[src/rtl/mips_pkg.sv]
// mips_pkg: shared encodings for the MIPS-subset control/ALU slice.
//   - opcode and funct field values
//   - 2-bit main-to-ALU-control codes (alu_op)
//   - 3-bit ALU operation selects (alu_ctrl)
//   - packed bundle of main-decode control outputs
package mips_pkg;

    // Opcode field values (instruction[31:26])
    localparam logic [5:0] OP_RTYPE = 6'b000000;
    localparam logic [5:0] OP_LW    = 6'b100011;
    localparam logic [5:0] OP_SW    = 6'b101011;
    localparam logic [5:0] OP_BEQ   = 6'b000100;
    localparam logic [5:0] OP_BNE   = 6'b000101;
    localparam logic [5:0] OP_J     = 6'b000010;
    localparam logic [5:0] OP_ADDI  = 6'b001000;
    localparam logic [5:0] OP_SLTI  = 6'b001010;

    // Funct field values (instruction[5:0]) for R-type
    localparam logic [5:0] FN_ADD = 6'b100000;
    localparam logic [5:0] FN_SUB = 6'b100010;
    localparam logic [5:0] FN_AND = 6'b100100;
    localparam logic [5:0] FN_OR  = 6'b100101;
    localparam logic [5:0] FN_SLT = 6'b101010;

    // ALU operation selects
    localparam logic [2:0] ALU_AND = 3'b000;
    localparam logic [2:0] ALU_OR  = 3'b001;
    localparam logic [2:0] ALU_ADD = 3'b010;
    localparam logic [2:0] ALU_SUB = 3'b110;
    localparam logic [2:0] ALU_SLT = 3'b111;

    // Main-to-ALU-control codes
    localparam logic [1:0] ALUOP_ADD   = 2'b00;
    localparam logic [1:0] ALUOP_SUB   = 2'b01;
    localparam logic [1:0] ALUOP_FUNCT = 2'b10;
    localparam logic [1:0] ALUOP_SLT   = 2'b11;

    // Main-decode control outputs as one bundle
    typedef struct packed {
        logic       reg_dst;
        logic       branch;
        logic       branch_n;
        logic       mem_read;
        logic       mem_write;
        logic       mem_to_reg;
        logic       jump;
        logic       alu_src;
        logic       reg_write;
        logic       no_op;
        logic [1:0] alu_op;
    } ctrl_t;

    localparam ctrl_t CTRL_ZERO = 12'b0000_0000_0000;

endpackage

[src/rtl/mips_alu_core.sv]
// mips_alu_core: purely combinational ALU.
// Ports:
//   alu_ctrl  in  3           operation select (AND/OR/ADD/SUB/SLT)
//   a         in  DATA_WIDTH  operand A
//   b         in  DATA_WIDTH  operand B (already muxed with the immediate)
//   result    out DATA_WIDTH  operation result; unused selects give 0
module mips_alu_core
    import mips_pkg::*;
#(
    parameter int DATA_WIDTH = 32
) (
    input  logic [2:0]            alu_ctrl,
    input  logic [DATA_WIDTH-1:0] a,
    input  logic [DATA_WIDTH-1:0] b,
    output logic [DATA_WIDTH-1:0] result
);

    logic lt_s;

    // Signed less-than drives the SLT result
    assign lt_s = ($signed(a) < $signed(b));

    // Operation select; add/sub wrap naturally at DATA_WIDTH bits
    always_comb begin
        result = {DATA_WIDTH{1'b0}};
        case (alu_ctrl)
            ALU_AND: result = a & b;
            ALU_OR:  result = a | b;
            ALU_ADD: result = a + b;
            ALU_SUB: result = a - b;
            ALU_SLT: result = {{(DATA_WIDTH-1){1'b0}}, lt_s};
            default: result = {DATA_WIDTH{1'b0}};
        endcase
    end

endmodule

[src/rtl/mips_ctrl_alu.sv]
// mips_ctrl_alu: main control decoder, ALU-control decoder and registered
// 32-bit ALU for the MIPS-subset pipeline (between ID read and EX/MEM).
// Ports:
//   clk, rst          clock (rising edge), asynchronous active-low reset
//   opcode, funct     instruction[31:26], instruction[5:0]
//   a, b, imm         rs value, rt value, sign-extended immediate
//   reg_dst..no_op    combinational datapath controls
//   alu_op, alu_ctrl  combinational ALU-control codes
//   alu_result, zero  ALU output and (output == 0), registered
module mips_ctrl_alu
    import mips_pkg::*;
#(
    parameter int DATA_WIDTH = 32
) (
    input  logic                  clk,
    input  logic                  rst,
    input  logic [5:0]            opcode,
    input  logic [5:0]            funct,
    input  logic [DATA_WIDTH-1:0] a,
    input  logic [DATA_WIDTH-1:0] b,
    input  logic [DATA_WIDTH-1:0] imm,
    output logic                  reg_dst,
    output logic                  branch,
    output logic                  branch_n,
    output logic                  mem_read,
    output logic                  mem_write,
    output logic                  mem_to_reg,
    output logic                  jump,
    output logic                  alu_src,
    output logic                  reg_write,
    output logic                  no_op,
    output logic [1:0]            alu_op,
    output logic [2:0]            alu_ctrl,
    output logic [DATA_WIDTH-1:0] alu_result,
    output logic                  zero
);

    ctrl_t                 ctrl_s;
    logic [2:0]            alu_ctrl_s;
    logic [DATA_WIDTH-1:0] alu_b_s;
    logic [DATA_WIDTH-1:0] alu_out_s;
    logic [DATA_WIDTH-1:0] alu_result_r;
    logic                  zero_r;

    // Main decode; reset forces a bubble regardless of opcode
    always_comb begin
        ctrl_s = CTRL_ZERO;
        if (!rst) begin
            ctrl_s.no_op = 1'b1;
        end else begin
            case (opcode)
                OP_RTYPE: begin
                    ctrl_s.reg_dst   = 1'b1;
                    ctrl_s.reg_write = 1'b1;
                    ctrl_s.alu_op    = ALUOP_FUNCT;
                end
                OP_LW: begin
                    ctrl_s.alu_src    = 1'b1;
                    ctrl_s.mem_read   = 1'b1;
                    ctrl_s.mem_to_reg = 1'b1;
                    ctrl_s.reg_write  = 1'b1;
                    ctrl_s.alu_op     = ALUOP_ADD;
                end
                OP_SW: begin
                    ctrl_s.alu_src   = 1'b1;
                    ctrl_s.mem_write = 1'b1;
                    ctrl_s.alu_op    = ALUOP_ADD;
                end
                OP_BEQ: begin
                    ctrl_s.branch = 1'b1;
                    ctrl_s.alu_op = ALUOP_SUB;
                end
                OP_BNE: begin
                    ctrl_s.branch_n = 1'b1;
                    ctrl_s.alu_op   = ALUOP_SUB;
                end
                OP_J: begin
                    ctrl_s.jump   = 1'b1;
                    ctrl_s.alu_op = ALUOP_ADD;
                end
                OP_ADDI: begin
                    ctrl_s.alu_src   = 1'b1;
                    ctrl_s.reg_write = 1'b1;
                    ctrl_s.alu_op    = ALUOP_ADD;
                end
                OP_SLTI: begin
                    ctrl_s.alu_src   = 1'b1;
                    ctrl_s.reg_write = 1'b1;
                    ctrl_s.alu_op    = ALUOP_SLT;
                end
                default: begin
                    ctrl_s.no_op = 1'b1;
                end
            endcase
        end
    end

    // ALU-control decode; unrecognised R-type functs fall back to ADD
    always_comb begin
        alu_ctrl_s = ALU_ADD;
        case (ctrl_s.alu_op)
            ALUOP_ADD: alu_ctrl_s = ALU_ADD;
            ALUOP_SUB: alu_ctrl_s = ALU_SUB;
            ALUOP_SLT: alu_ctrl_s = ALU_SLT;
            ALUOP_FUNCT: begin
                case (funct)
                    FN_ADD:  alu_ctrl_s = ALU_ADD;
                    FN_SUB:  alu_ctrl_s = ALU_SUB;
                    FN_AND:  alu_ctrl_s = ALU_AND;
                    FN_OR:   alu_ctrl_s = ALU_OR;
                    FN_SLT:  alu_ctrl_s = ALU_SLT;
                    default: alu_ctrl_s = ALU_ADD;
                endcase
            end
            default: alu_ctrl_s = ALU_ADD;
        endcase
    end

    assign alu_b_s = ctrl_s.alu_src ? imm : b;

    mips_alu_core #(
        .DATA_WIDTH (DATA_WIDTH)
    ) u_alu_core (
        .alu_ctrl (alu_ctrl_s),
        .a        (a),
        .b        (alu_b_s),
        .result   (alu_out_s)
    );

    // Result/zero register; reset clears immediately and drops any pending result
    always_ff @(posedge clk or negedge rst) begin
        if (!rst) begin
            alu_result_r <= {DATA_WIDTH{1'b0}};
            zero_r       <= 1'b1;
        end else begin
            alu_result_r <= alu_out_s;
            zero_r       <= (alu_out_s == {DATA_WIDTH{1'b0}});
        end
    end

    assign reg_dst    = ctrl_s.reg_dst;
    assign branch     = ctrl_s.branch;
    assign branch_n   = ctrl_s.branch_n;
    assign mem_read   = ctrl_s.mem_read;
    assign mem_write  = ctrl_s.mem_write;
    assign mem_to_reg = ctrl_s.mem_to_reg;
    assign jump       = ctrl_s.jump;
    assign alu_src    = ctrl_s.alu_src;
    assign reg_write  = ctrl_s.reg_write;
    assign no_op      = ctrl_s.no_op;
    assign alu_op     = ctrl_s.alu_op;
    assign alu_ctrl   = alu_ctrl_s;
    assign alu_result = alu_result_r;
    assign zero       = zero_r;

endmodule

[config.mk]
export PLATFORM = sky130hd
export DESIGN_NAME = mips_ctrl_alu
export DESIGN_NICKNAME = d
export VERILOG_FILES = /design/src/rtl/mips_pkg.sv /design/src/rtl/mips_alu_core.sv /design/src/rtl/mips_ctrl_alu.sv
export SDC_FILE = /design/constraint.sdc
export NUM_CORES = 1
export LEC_CHECK = 0
export CAP_MARGIN = 10
export CORE_UTILIZATION = 57
export CTS_BUF_LIST = sky130_fd_sc_hd__clkbuf_4 sky130_fd_sc_hd__clkbuf_8
export DETAILED_ROUTE_END_ITERATION = 6
export PLACE_DENSITY = 0.9
export SYNTH_ARGS = -nofsm -noshare
export SYNTH_HDL_FRONTEND = slang
export SYNTH_SLANG_ARGS = --single-unit
[constraint.sdc]
create_clock -name clk -period 5.6 [get_ports clk]
set_input_delay 1.12 -clock clk [delete_from_list [all_inputs] [get_ports clk]]
set_output_delay 1.12 -clock clk [all_outputs]
set_load 0.01 [all_outputs]
Word-level counts from Yosys, hierarchy flattened
Cells that the tools add are included.
- multiplexer cells: 17
- add/sub/neg operators: 2
- $lt $le $gt $ge: 1
- bitwise gates (word level): 2
- eq/ne operators: 18
- reductions and logical operators: 8
- operators with widths (cell ; number):
    one-hot mux 32 bit (5 select lines) ; 1
    == test 6 bit (second input constant) ; 6
    adder 32 bit ; 1
    AND 32 bit ; 1
    zero test 32 bit ; 1
    < comparator 32 bit ; 1
    2-to-1 mux 32 bit ; 1
    OR 32 bit ; 1
    subtractor 32 bit ; 1
    one-hot mux 3 bit (4 select lines) ; 2
    == test 6 x 3 -> 1 bit (second input constant) ; 2
    == test 6 x 4 -> 1 bit (second input constant) ; 2
    2-to-1 mux 1 bit ; 10
    2-to-1 mux 9 bit ; 1
    OR reduction 4 bit ; 2
    OR reduction 8 bit ; 1
    == test 3 bit (second input constant) ; 2
    == test 6 x 2 -> 1 bit (second input constant) ; 1
    zero test 6 bit ; 1
    one-hot mux 2 bit (3 select lines) ; 1
    == test 2 bit (second input constant) ; 2
    == test 3 x 1 -> 1 bit (second input constant) ; 1
    == test 3 x 2 -> 1 bit (second input constant) ; 1
    zero test 3 bit ; 1
    other kinds (4) ; 4
- output and inout port bits: 48
- flip-flop bits (word level): 33

Depth between registers and ports, before layout
- depth after elaboration: 9
- gate-level depth with buffers: 23
- mapped depth without buffers: 21

Modules after synthesis
From an unflattened synthesis, not the netlist that was laid out.
- cells, all modules: 845
- area, all modules: 6732.7 um2
- by module, submodules not included (module ; seq. area each (um2) ; area an instance (um2) ; cells an instance ; times used):
    mips_alu_core ; 0.0 ; 5049.8 ; 726 ; 1
    mips_ctrl_alu ; 827.0 ; 1682.9 ; 119 ; 1

Least setup slack after synthesis
No wires, ideal clock.
- kind: input-to-reg
- start: input opcode[0]
- end: register zero_r, in the netlist zero
- buffers on the path: 3
- data arrival time: 5455 ps
- stages: 23
- setup time: 90 ps
- slack: 55 ps
- cell sequence: clkbuf_1 > nor2_1 > nand2_1 > nand2_1 > nand2_1 > inv_1 > buf_1 > nand2_1 > nand2_1 > inv_1 > ha_1 > buf_2 > nor2_1 > a211o_1 > o211a_1 > or4b_2 > nand3_1 > a32oi_1 > a221oi_2 > or4b_1 > nor4b_2 > nand4_1 > nor4_2
- RTL lines (what ; line ; text):
    start: declaration ; mips_ctrl_alu.sv:17 ; input logic [5:0] opcode,
    == test 6 bit / == test 6 x 4 -> 1 bit (equally long branches) ; mips_ctrl_alu.sv:51 ; case (opcode)
    OR reduction 4 bit (no source line) * ; -- ;
    2-to-1 mux 1 bit * ; mips_ctrl_alu.sv:51 ;
    2-to-1 mux 9 bit * ; mips_ctrl_alu.sv:48 ; if (!rst) begin
    named net alu_src ; mips_ctrl_alu.sv:29 ; output logic alu_src,
    2-to-1 mux 32 bit * ; mips_ctrl_alu.sv:119 ; assign alu_b_s = ctrl_s.alu_src ? imm : b;
    subtractor 32 bit, or another cell as far along ; mips_alu_core.sv:30 ; ALU_SUB: result = a - b;
    one-hot mux 32 bit (5 select lines) * ; mips_alu_core.sv:26 ; case (alu_ctrl)
    zero test 32 bit * ; mips_ctrl_alu.sv:137 ; zero_r <= (alu_out_s == {DATA_WIDTH{1'b0}});
    end signal: assignment ; mips_ctrl_alu.sv:137 ;
    end: declaration ; mips_ctrl_alu.sv:43 ; logic zero_r;
Mark *: on every way through the listed nets, which the timed path passes. The rest lies on a longest branch.

Worst setup path after layout
- start: input rst
- end: register zero_r, in the netlist zero
- longest elaborated chain between the ends: 6
- RTL lines (what ; line ; text):
    start: declaration ; mips_ctrl_alu.sv:16 ; input logic rst,
    branches (longest 4 deep; another with subtractor 32 bit) ; -- ;
    one-hot mux 32 bit (5 select lines) * ; mips_alu_core.sv:26 ;
    zero test 32 bit * ; mips_ctrl_alu.sv:137 ;
Every way passes the cells marked *.

==> reports/metrics.yaml <==
status: "finished, violations left"
failed_checks: "design-rule violations"
p_sw_uw: 662.7
hold_viol: 0
cts.clk_slew.worst_paths_ns: 0.08
crit_type: "in2reg"
numCtsBuffers: 5
ys_ff_latch: 33
antenna_found_initial: 0
ys_warn_count: 0
gr-total-overflow: 0
arrival_ns: 5.65
synth_area_per_cell_sq_um: 6.890
drive_above_1_share_pct: 15.28
p_per_area_mw_per_mm2: 162.2
vias_per_cell: 6.633
async_flop_share_pct: 100.0
p_comb_share_pct: 66.2
core_sq_mm: 0.01152
worst_setup_path_end_kind: "register"
drv_cap: 0
final_area_sq_mm: 0.009514
layout_common_cells: "nand2_1 (157), clkdlybuf4s50_1 (156), buf_4 (122)"
port_buffers: 157
grt_pass1_wl_microns: 41130
fin_crit_ns: 5.412
cp-endpoint: "zero"
final-max-slew-violation-count: 0
required_ns: 5.84
synth_fp_nets: 1198
cts-root-buf: "clkbuf_8"
ys.flop_type: "dfrtp_1"
fp.dieW_microns: 111.2
setup_tns_ns: 0
synth_seq_area_share_pct: 12.16
initial_core_util_pct: 59.05
rsz0062_at_grt: "true"
timing.critical_path.from: "rst"
firstDrtPassIters: 7
synth_area_leaders: "ha_1 (18%), dfrtp_1 (12%), nand2_1 (8.7%)"
internal_power_uw: 880.3
p_sw_share_pct: 42.95
cts_buffer_depth: 2
vias: 9021
n_antenna_cell: 0
cts_htree_levels: 2
max_freq_ghz: 0.1848
cp-start-kind: "input pin"
clkPwrFrac_pct: 14.2
nets: 1427
cts.sinks: 33
worst_pin_slew_ns: 1.091
ios: 158
synth_enable_flop_cells: 0
drc: 38
cts_tree: "yes"
routed_wl_microns: 26560
dieHeight_microns: 111.2
grt_max_degree: 50
hold_path.class: "in2async"
syn_inst: 987
layout-area-overhead-vs-synth_pct: 39.91
postRouteAntennaNets: 0
post_cts_buffers: 0
postPlaceCellArea_sq_mm: 0.009266
relSlewSlack_pct: 27.21
seq_power_share_pct: 19.6
rows: 39
setup_viol: 0
grtUsageTotal_pct: 40.98
yosysTopAreaCell: "ha_1"
gp_congestion: 1.096
hpwl_microns: 19840
die_area_sq_mm: 0.01237
synthesis.area_sq_mm: 0.006800
drt_iter0_drc: 1428
min_period_over_period_pct: 96.64
yosysUniqueCellTypes: 82
crit_fanout: 12
ir_drop_uv: 88.35
routedWlPerCell_microns: 19.53
netlist.area_leader.share_pct: 18.22
finish.utilization_pct: 82.62
leakage_uw: 0.004476
grt_pass1_vias: 8510
mostFrequentLayoutCell: "nand2_1"
[registers in the layout, summed over array words and instances (netlist names)]
signal	cells
alu_result	32
zero	1
[metal layers]
layer | global-route usage [%] | part of all wire (%) | wire, microns | vias up
li1 | - | - | - | 3981
met1 | 49.86 | 36 | 9576 | 3987
met2 | 66.46 | 44 | 11800 | 845
met3 | 10.39 | 14 | 3665 | 208
met4 | 21.53 | 5.7 | 1521 | 0
met5 | 0 | 0 | 0 | -
[synthesized netlist by cell type (4+ instances only)]
cell	number
buf_1	5
nand3_1	20
a22o_1	4
o22a_1	5
dfrtp_1	32
a211oi_1	18
inv_1	96
o31ai_1	17
o211ai_1	21
a2111oi_0	5
xnor2_1	5
nand4_1	13
nor3_1	17
nor2_1	79
or2_2	4
nand2b_1	7
nand2_1	158
a21o_1	19
a31oi_1	8
o221a_2	4
ha_1	99
a21oi_1	60
nor2b_1	10
and2_1	6
a221oi_1	12
or3_1	7
o21bai_1	13
nor4_1	18
buf_2	13
nor3b_1	6
and3_1	5
xor2_1	5
a211o_1	5
mux2i_1	6
o22ai_1	7
o21a_1	6
clkbuf_1	40
o21ai_0	55
o221ai_1	5
[metrics by stage]
stage               hold slack [ns]  instances  setup slack (ns)  total power (uW)
floorplan                    0.8244        987           0.05481             789.3
global placement              1.641       1352          -0.08497              1228
detailed placement            1.658       1352           -0.1687              1254
CTS                           1.338       1360            0.1294              1466
global route                  1.384       1360           -0.3078              1608
finish                        1.327       1360            0.1880              1543
[worst min-delay path by stage]
stage	start	end	slack [ns]	depth (start not counted)
after floorplan	rst	alu_result[0]	0.82	0
after global placement	rst	alu_result[22]	1.64	2
after detailed placement	rst	alu_result[31]	1.66	2
after CTS	rst	alu_result[23]	1.34	2
after global routing	rst	alu_result[31]	1.38	2
final	rst	alu_result[23]	1.33	2
[area by class of cell]
class	instances	area (sq um)
multi-input cells	796	5488
repair buffers	283	2552
fillers	712	2002
flip-flops and latches	33	827.0
inverters	97	366.6
well taps	143	178.9
clock buffers	7	96.34
clock inverters	1	5.005
[power by group through the flow]
stage               clock network [uW]  registers [uW]  logic (uW)
floorplan                            0             331         459
global placement                     0             304         924
detailed placement                   0             306         947
CTS                                210             302         955
global route                       223             305        1080
finish                             219             302        1020
[cells by family (layout without fill, tap and decap cells)]
group           count (synthesis)  in the layout  share of synthesized area, %
buf+inv                       158            388                         9.273
simple gates                  375            375                         26.51
compound gates                301            301                         30.58
flops                          33             33                         12.16
mux                             9              9                         1.380
xor+xnor                       10             10                         1.288
fa+ha+maj                     101            101                         18.80
[worst max-delay path: stages]
cell             delay [ns]
clkdlybuf4s50_1        0.52
nor3b_4                0.23
nand2_2                0.10
inv_2                  0.10
buf_12                 0.14
nand2_1                0.06
nand2_1                0.09
inv_1                  0.10
ha_4                   0.30
nor2_1                 0.05
a211o_1                0.33
o211a_1                0.25
or4b_2                 0.70
nand3_1                0.11
a32oi_1                0.13
a221oi_2               0.21
or4b_4                 0.50
nor4b_4                0.25
nand4_1                0.13
nor4_2                 0.21
[what timing repair did]
action / CTS / global route
resized for setup: 0 / 32
hold buffers: 0 / 0
endpoints found under the setup margin: 0 / 3
No activity file was read; power rests on OpenSTA's default activity.
